$ cat src/rtl/idct_mac_engine.sv
// -----------------------------------------------------------------------------
// idct_mac_engine
//
// Block-transform engine for the image decompressor. It buffers one N x N
// block of signed samples and multiplies it by the N x N coefficient matrix C,
// which is read through a LANES-wide synchronous ROM port.
//   mode 0 : row pass,    B = A * C    (B[i][j] = sum_k A[i][k] * C[k][j])
//   mode 1 : column pass, B = C^T * A  (B[i][j] = sum_k C[k][i] * A[k][j])
// Each result is arithmetically shifted right by `shift` and then either
// clamped to 0..255 (clip_en = 1) or truncated to OUT_W bits.
//
// Ports
//   Clock, Reset    : rising-edge clock, synchronous active-high reset
//   start           : one-cycle pulse, honoured only in IDLE
//   mode, shift,
//   clip_en         : pass configuration, latched on an accepted start
//   in_valid/in_ready/in_data      : sample stream, row-major A[r][c]
//   coef_addr/coef_data            : coefficient ROM port, LANES lanes;
//                                    data returns one cycle after its address
//   out_valid/out_ready/out_data/out_last : result stream, row-major B[i][j];
//                                    out_last marks B[N-1][N-1]
//   busy            : engine is not IDLE
//   done            : one-cycle pulse after the final output handshake
//   state_dbg       : current FSM state (0 IDLE, 1 LOAD, 2 MAC, 3 EMIT)
//
// Handshake semantics (both streams): a transfer happens on a rising edge
// where valid and ready are both high. in_ready and out_valid are decoded
// from registered state only, and out_data/out_last hold steady while
// out_valid is high and out_ready is low.
// -----------------------------------------------------------------------------
module idct_mac_engine #(
  parameter int N      = 8,
  parameter int LANES  = 2,
  parameter int DATA_W = 16,
  parameter int COEF_W = 16,
  parameter int ACC_W  = 40,
  parameter int OUT_W  = 32,
  parameter int AW     = 2 * $clog2(N)
) (
  input  logic                    Clock,
  input  logic                    Reset,
  input  logic                    start,
  input  logic                    mode,
  input  logic [4:0]              shift,
  input  logic                    clip_en,
  input  logic                    in_valid,
  output logic                    in_ready,
  input  logic [DATA_W-1:0]       in_data,
  output logic [LANES*AW-1:0]     coef_addr,
  input  logic [LANES*COEF_W-1:0] coef_data,
  output logic                    out_valid,
  input  logic                    out_ready,
  output logic [OUT_W-1:0]        out_data,
  output logic                    out_last,
  output logic                    busy,
  output logic                    done,
  output logic [1:0]              state_dbg
);

  localparam int LN = $clog2(N);          // bits of one row/column index
  localparam int G  = N / LANES;          // issue groups per element
  localparam int GW = $clog2(G + 1);      // group counter runs 0..G
  localparam int PW = DATA_W + COEF_W;    // exact product width

  localparam logic [GW-1:0]           G_LAST   = GW'(G);
  localparam logic [LN-1:0]           IDX_MAX  = LN'(N - 1);
  localparam logic [AW-1:0]           CNT_LAST = AW'(N * N - 1);
  localparam logic signed [ACC_W-1:0] CLIP_MAX = ACC_W'(255);

  typedef enum logic [1:0] {
    S_IDLE = 2'd0,
    S_LOAD = 2'd1,
    S_MAC  = 2'd2,
    S_EMIT = 2'd3
  } state_t;

  state_t state_q;
  state_t state_d;

  // Latched pass configuration
  logic       mode_q;
  logic [4:0] shift_q;
  logic       clip_q;

  // Counters
  logic [AW-1:0] cnt_q;         // sample write index during LOAD
  logic [LN-1:0] i_q;           // output row
  logic [LN-1:0] j_q;           // output column
  logic [GW-1:0] g_q;           // MAC group

  // Datapath
  logic [DATA_W-1:0]        blk_mem [N*N];
  logic [LN-1:0]            k_idx   [LANES];
  logic signed [DATA_W-1:0] op_d    [LANES];
  logic signed [DATA_W-1:0] op_q    [LANES];
  logic signed [COEF_W-1:0] coef_l  [LANES];
  logic signed [PW-1:0]     prod    [LANES];
  logic signed [ACC_W-1:0]  acc_q;
  logic signed [ACC_W-1:0]  grp_sum;
  logic signed [ACC_W-1:0]  sum_full;
  logic signed [ACC_W-1:0]  shifted;
  logic signed [ACC_W+OUT_W-1:0] shifted_ext;
  logic [OUT_W-1:0]         result;
  logic                     issue;

  logic [OUT_W-1:0] out_data_q;
  logic             out_last_q;
  logic             done_q;

  // ---------------------------------------------------------------------------
  // FSM: state register
  // ---------------------------------------------------------------------------
  always_ff @(posedge Clock) begin
    if (Reset) begin
      state_q <= S_IDLE;
    end else begin
      state_q <= state_d;
    end
  end

  // ---------------------------------------------------------------------------
  // FSM: next-state logic
  // A start in the same cycle as the done pulse is dropped so that a
  // back-to-back start is taken only from the cycle after done.
  // ---------------------------------------------------------------------------
  always_comb begin
    state_d = state_q;
    case (state_q)
      S_IDLE: if (start && !done_q)                  state_d = S_LOAD;
      S_LOAD: if (in_valid && (cnt_q == CNT_LAST))   state_d = S_MAC;
      S_MAC:  if (g_q == G_LAST)                     state_d = S_EMIT;
      S_EMIT: if (out_ready)                         state_d = out_last_q ? S_IDLE : S_MAC;
      default:                                       state_d = S_IDLE;
    endcase
  end

  // ---------------------------------------------------------------------------
  // FSM: outputs decoded from registered state
  // ---------------------------------------------------------------------------
  always_comb begin
    in_ready  = (state_q == S_LOAD);
    out_valid = (state_q == S_EMIT);
    busy      = (state_q != S_IDLE);
    state_dbg = state_q;
  end

  assign out_data = out_data_q;
  assign out_last = out_last_q;
  assign done     = done_q;

  // ---------------------------------------------------------------------------
  // Address / operand generation.
  // In issue cycles (MAC with g < G) lane l handles k = g*LANES + l. The
  // operand is captured into op_q on the same edge the ROM captures the
  // address, so op_q and coef_data line up in the following cycle.
  // Since N is a power of two, k*N + x is simply {k, x}.
  // ---------------------------------------------------------------------------
  always_comb begin
    issue     = (state_q == S_MAC) && (g_q != G_LAST);
    coef_addr = '0;
    for (int l = 0; l < LANES; l++) begin
      k_idx[l] = LN'(int'(g_q) * LANES + l);
      op_d[l]  = '0;
      if (issue) begin
        if (!mode_q) begin
          coef_addr[l*AW +: AW] = {k_idx[l], j_q};
          op_d[l]               = blk_mem[{i_q, k_idx[l]}];
        end else begin
          coef_addr[l*AW +: AW] = {k_idx[l], i_q};
          op_d[l]               = blk_mem[{k_idx[l], j_q}];
        end
      end
    end
  end

  // ---------------------------------------------------------------------------
  // Lane products, group sum and result formatting.
  // Operands are sign-extended to the full product width so the PW-bit
  // multiply is exact; products are then sign-extended into the accumulator.
  // ---------------------------------------------------------------------------
  always_comb begin
    grp_sum = '0;
    for (int l = 0; l < LANES; l++) begin
      coef_l[l] = $signed(coef_data[l*COEF_W +: COEF_W]);
      prod[l]   = $signed({{COEF_W{op_q[l][DATA_W-1]}}, op_q[l]}) *
                  $signed({{DATA_W{coef_l[l][COEF_W-1]}}, coef_l[l]});
      grp_sum   = grp_sum + $signed({{(ACC_W-PW){prod[l][PW-1]}}, prod[l]});
    end
    sum_full    = acc_q + grp_sum;
    shifted     = sum_full >>> shift_q;
    shifted_ext = $signed({{OUT_W{shifted[ACC_W-1]}}, shifted});
    result      = shifted_ext[OUT_W-1:0];
    if (clip_q) begin
      if (shifted[ACC_W-1]) begin
        result = '0;
      end else if (shifted > CLIP_MAX) begin
        result = OUT_W'(255);
      end else begin
        result = shifted_ext[OUT_W-1:0];
      end
    end
  end

  // ---------------------------------------------------------------------------
  // Block buffer: holds A; no reset, written only while loading.
  // ---------------------------------------------------------------------------
  always_ff @(posedge Clock) begin
    if (!Reset && (state_q == S_LOAD) && in_valid) begin
      blk_mem[cnt_q] <= in_data;
    end
  end

  // ---------------------------------------------------------------------------
  // Control counters, accumulator and output registers
  // ---------------------------------------------------------------------------
  always_ff @(posedge Clock) begin
    if (Reset) begin
      mode_q     <= 1'b0;
      shift_q    <= '0;
      clip_q     <= 1'b0;
      cnt_q      <= '0;
      i_q        <= '0;
      j_q        <= '0;
      g_q        <= '0;
      acc_q      <= '0;
      out_data_q <= '0;
      out_last_q <= 1'b0;
      done_q     <= 1'b0;
      for (int l = 0; l < LANES; l++) begin
        op_q[l] <= '0;
      end
    end else begin
      done_q <= 1'b0;
      case (state_q)
        S_IDLE: begin
          if (start && !done_q) begin
            mode_q  <= mode;
            shift_q <= shift;
            clip_q  <= clip_en;
            cnt_q   <= '0;
            i_q     <= '0;
            j_q     <= '0;
            g_q     <= '0;
          end
        end

        S_LOAD: begin
          if (in_valid) begin
            cnt_q <= cnt_q + AW'(1);
          end
        end

        S_MAC: begin
          for (int l = 0; l < LANES; l++) begin
            op_q[l] <= op_d[l];
          end
          // g = 0 only issues; from g = 1 the ROM data of group g-1 is present.
          if (g_q == '0) begin
            acc_q <= '0;
          end else begin
            acc_q <= sum_full;
          end
          if (g_q == G_LAST) begin
            out_data_q <= result;
            out_last_q <= (i_q == IDX_MAX) && (j_q == IDX_MAX);
            g_q        <= '0;
          end else begin
            g_q <= g_q + GW'(1);
          end
        end

        S_EMIT: begin
          if (out_ready) begin
            out_last_q <= 1'b0;
            if (out_last_q) begin
              done_q <= 1'b1;
            end else if (j_q == IDX_MAX) begin
              j_q <= '0;
              i_q <= i_q + LN'(1);
            end else begin
              j_q <= j_q + LN'(1);
            end
          end
        end

        default: ;
      endcase
    end
  end

endmodule
$ cat config.mk
export PLATFORM = sky130hd
export DESIGN_NAME = idct_mac_engine
export DESIGN_NICKNAME = d
export VERILOG_FILES = /design/src/rtl/idct_mac_engine.sv
export SDC_FILE = /design/constraint.sdc
export NUM_CORES = 2
export LEC_CHECK = 0
export CAP_MARGIN = 30
export CORE_ASPECT_RATIO = 1.25
export CORE_MARGIN = 4
export CORE_UTILIZATION = 55
export DETAILED_ROUTE_END_ITERATION = 10
export DONT_BUFFER_PORTS = 1
export GPL_TIMING_DRIVEN = 0
export PLACE_DENSITY = 0.76
export SLEW_MARGIN = 20
export SYNTH_ARGS = -nofsm -noshare
export SYNTH_HDL_FRONTEND = slang
export SYNTH_SLANG_ARGS = --single-unit
$ cat constraint.sdc
create_clock -name Clock -period 14.38 [get_ports Clock]
set_input_delay 2.876 -clock Clock [delete_from_list [all_inputs] [get_ports Clock]]
set_output_delay 2.876 -clock Clock [all_outputs]
set_load 0.05 [all_outputs]
==> flow_metrics.tcl <==
set metrics [dict create \
    drtAntennaViolNets 0 \
    portBuffers 0 \
    yosysTopAreaCellShare 0.3997 \
    antenna_found_initial 23 \
    skew_ns 0.03197 \
    seq_area_frac_synth 0.4244 \
    holdBufCountCts 0 \
    track_usage 0.3865 \
    ys.flop_type "edfxtp_1" \
    drv_slew 0 \
    ys_warn_count 0 \
    drive_above_1_share 0.1937 \
    drt-wirelength-per-cell_um 36.64 \
    cp_common_cell "fa_1" \
    synth-async-reset-ratio 0 \
    max-slew-margin-rel 0.2125 \
    synth_area_mm2 0.07934 \
    clk_latency_ns 0.76 \
    critPathMaxFanout 10 \
    start_kind "primary input" \
    dp_hpwl_um 220700 \
    cts_setup_buffers 0 \
    io_pins 111 \
    clk_path_buf_depth 3 \
    finalHoldViolCount 0 \
    die_h_um 432.6 \
    fin_util 0.6088 \
    grt_pass1_vias 55640 \
    final.setup.tns_ns 0 \
    die_area_mm2 0.1504 \
    grt_overflow 0 \
    cts_tree "yes" \
    rrSetupSlack_ns 2.95 \
    cp_slowest_cell "mux2i_1" \
    nNetsFinal 6790 \
    grt_max_degree 65 \
    numCtsBuffers 109 \
    fmaxAchievable_mhz 78.03 \
    fin_crit_sh 0.8912 \
    post-route-drc-count 0 \
    worst_pin_slew_ns 1.173 \
    synth_edf_count 1056 \
    ys_seq_elements 1154 \
    cts_resized 0 \
    dr.pass1.iters 8 \
    synth_common_cells "edfxtp_1 (1056), inv_1 (756), fa_1 (702), mux4_2 (653), nand2_1 (528)" \
    row_count 155 \
    die_w_um 347.7 \
    cp.arrival_ns 13.39 \
    synth_most_common_cell "edfxtp_1" \
    grt_pass1_wl_um 407100 \
    syn_inst 5637 \
    cts-root-buf "clkbuf_16" \
    critPathKind "primary input to flip-flop" \
    syn_area_per_cell_um2 14.07 \
    vias_per_cell 6.988 \
    cts.sinks 1154 \
    path_clk_slew_ns 0.07 \
    setup_viol 0 \
    synth_top_area_cell "edfxtp_1" \
    drt_iter0_drc 8644 \
    synth.area.top_cells "edfxtp_1 (40%), mux4_2 (19%), fa_1 (18%)" \
    routed_wl_um 287800 \
    htreeDepth 3 \
    vias 54900 \
    end_kind "flip-flop" \
    pre_cts_ws_ns 1.081 \
    worstPathRequired_ns 14.96 \
    min_period_ns 12.82 \
    gp_congestion 1.048 \
    initial_core_util 0.5543 \
    cp_slowest_stage_delay_ns 0.85 \
    final.setup.worst_slack_ns 1.565 \
    core_mm2 0.1431 \
    area_growth_syn_to_layout_pct 9.820 \
    cap_violations 0 \
    rsz0062_at_grt "no" \
    hold_class "flip-flop to flip-flop" \
    syn_nets 6559 \
    yosysUniqueCellTypes 102 \
    outcome "finished clean" \
]
worst paths after layout:
check,startpoint,endpoint,cells after the start
setup reg to reg,op_q[0][15],out_data[0],30
hold / removal,acc_q[11],acc_q[11],2
setup / recovery,coef_data[17],out_data[0],29
hold reg to reg,acc_q[11],acc_q[11],2
critical path: cells and delay by family:
kind | cells | cell delay (ns)
buffers and inverters | 7 | 1.28
AO/OA/AOI/OAI | 8 | 2.44
adder cells (fa/ha/maj) | 9 | 4.74
AND/OR/NAND/NOR | 4 | 1.19
multiplexers | 1 | 0.85
registers in the layout, indices dropped and copies added, names as in the netlist:
signal,flops
op_q,32
out_data,32
shift_q,5
g_q,3
mode_q,1
out_last,1
i_q,3
blk_mem,1024
cnt_q,6
acc_q,40
state_dbg,2
clip_q,1
j_q,3
done,1
cells in the final DEF, fill, tap and decap left out, drive strengths merged, types with 28 or more instances in the layout:
cell type / synthesis / final
a211oi: 60 / 60
a21oi: 106 / 106
a311oi: 35 / 35
and2: 206 / 206
buf: 98 / 218
clkbuf: 244 / 382
clkinv: 3 / 42
dfxtp: 98 / 98
edfxtp: 1056 / 1056
fa: 702 / 702
ha: 160 / 160
inv: 756 / 764
mux2i: 42 / 42
mux4: 653 / 653
nand2: 528 / 528
nand3: 40 / 40
nor2: 221 / 221
nor2b: 53 / 53
nor3: 34 / 34
o21ai: 112 / 112
xnor2: 28 / 28
through the flow:
| step | hold slack (ns) | area [µm²] | instances |
|---|---|---|---|
| detailed placement | 0.4545 | 83270 | 7621 |
| global route | 0.5004 | 87100 | 7843 |
| floorplan | 0.4251 | 79340 | 5637 |
| CTS | 0.4694 | 86850 | 7823 |
| finish | 0.4696 | 87130 | 7856 |
| global placement | 0.4476 | 81700 | 7521 |
layout make-up:
class | instances | area, µm²
diodes | 13 | 32.53
well taps | 1884 | 2357
repair buffers | 120 | 1480
inverters | 759 | 2849
multi-input cells | 3382 | 41750
clock buffers | 138 | 2909
fillers | 10660 | 56000
flip-flops and latches | 1154 | 33670
plain buffers | 342 | 1405
clock inverters | 64 | 674.4
routing by layer:
metal / part of all wire / wire length (µm) / track usage / vias up
met2: 0.46 / 133600 / 0.6084 / 4700
met4: 0.11 / 32480 / 0.3332 / 12
met1: 0.30 / 85800 / 0.4384 / 27920
li1: - / - / - / 20970
met5: 0.00029 / 83 / 0 / -
met3: 0.12 / 35840 / 0.1063 / 1297
cells by family after synthesis:
kind of cell               Yosys count  share of synthesized area
and+or+nand+nor                   1192                    0.07027
DFF                               1154                     0.4244
buffers and inverters             1101                    0.05305
adders and majority gates          862                     0.2024
muxes                              705                     0.1921
AOI/OAI and AO/OA                  577                    0.05280
xor gates and xnor gates            45                   0.004968
other                                1                 0.00004727
Power is not shown: default switching activity piles up to over one toggle a cycle in this logic, so the estimate is an artifact.
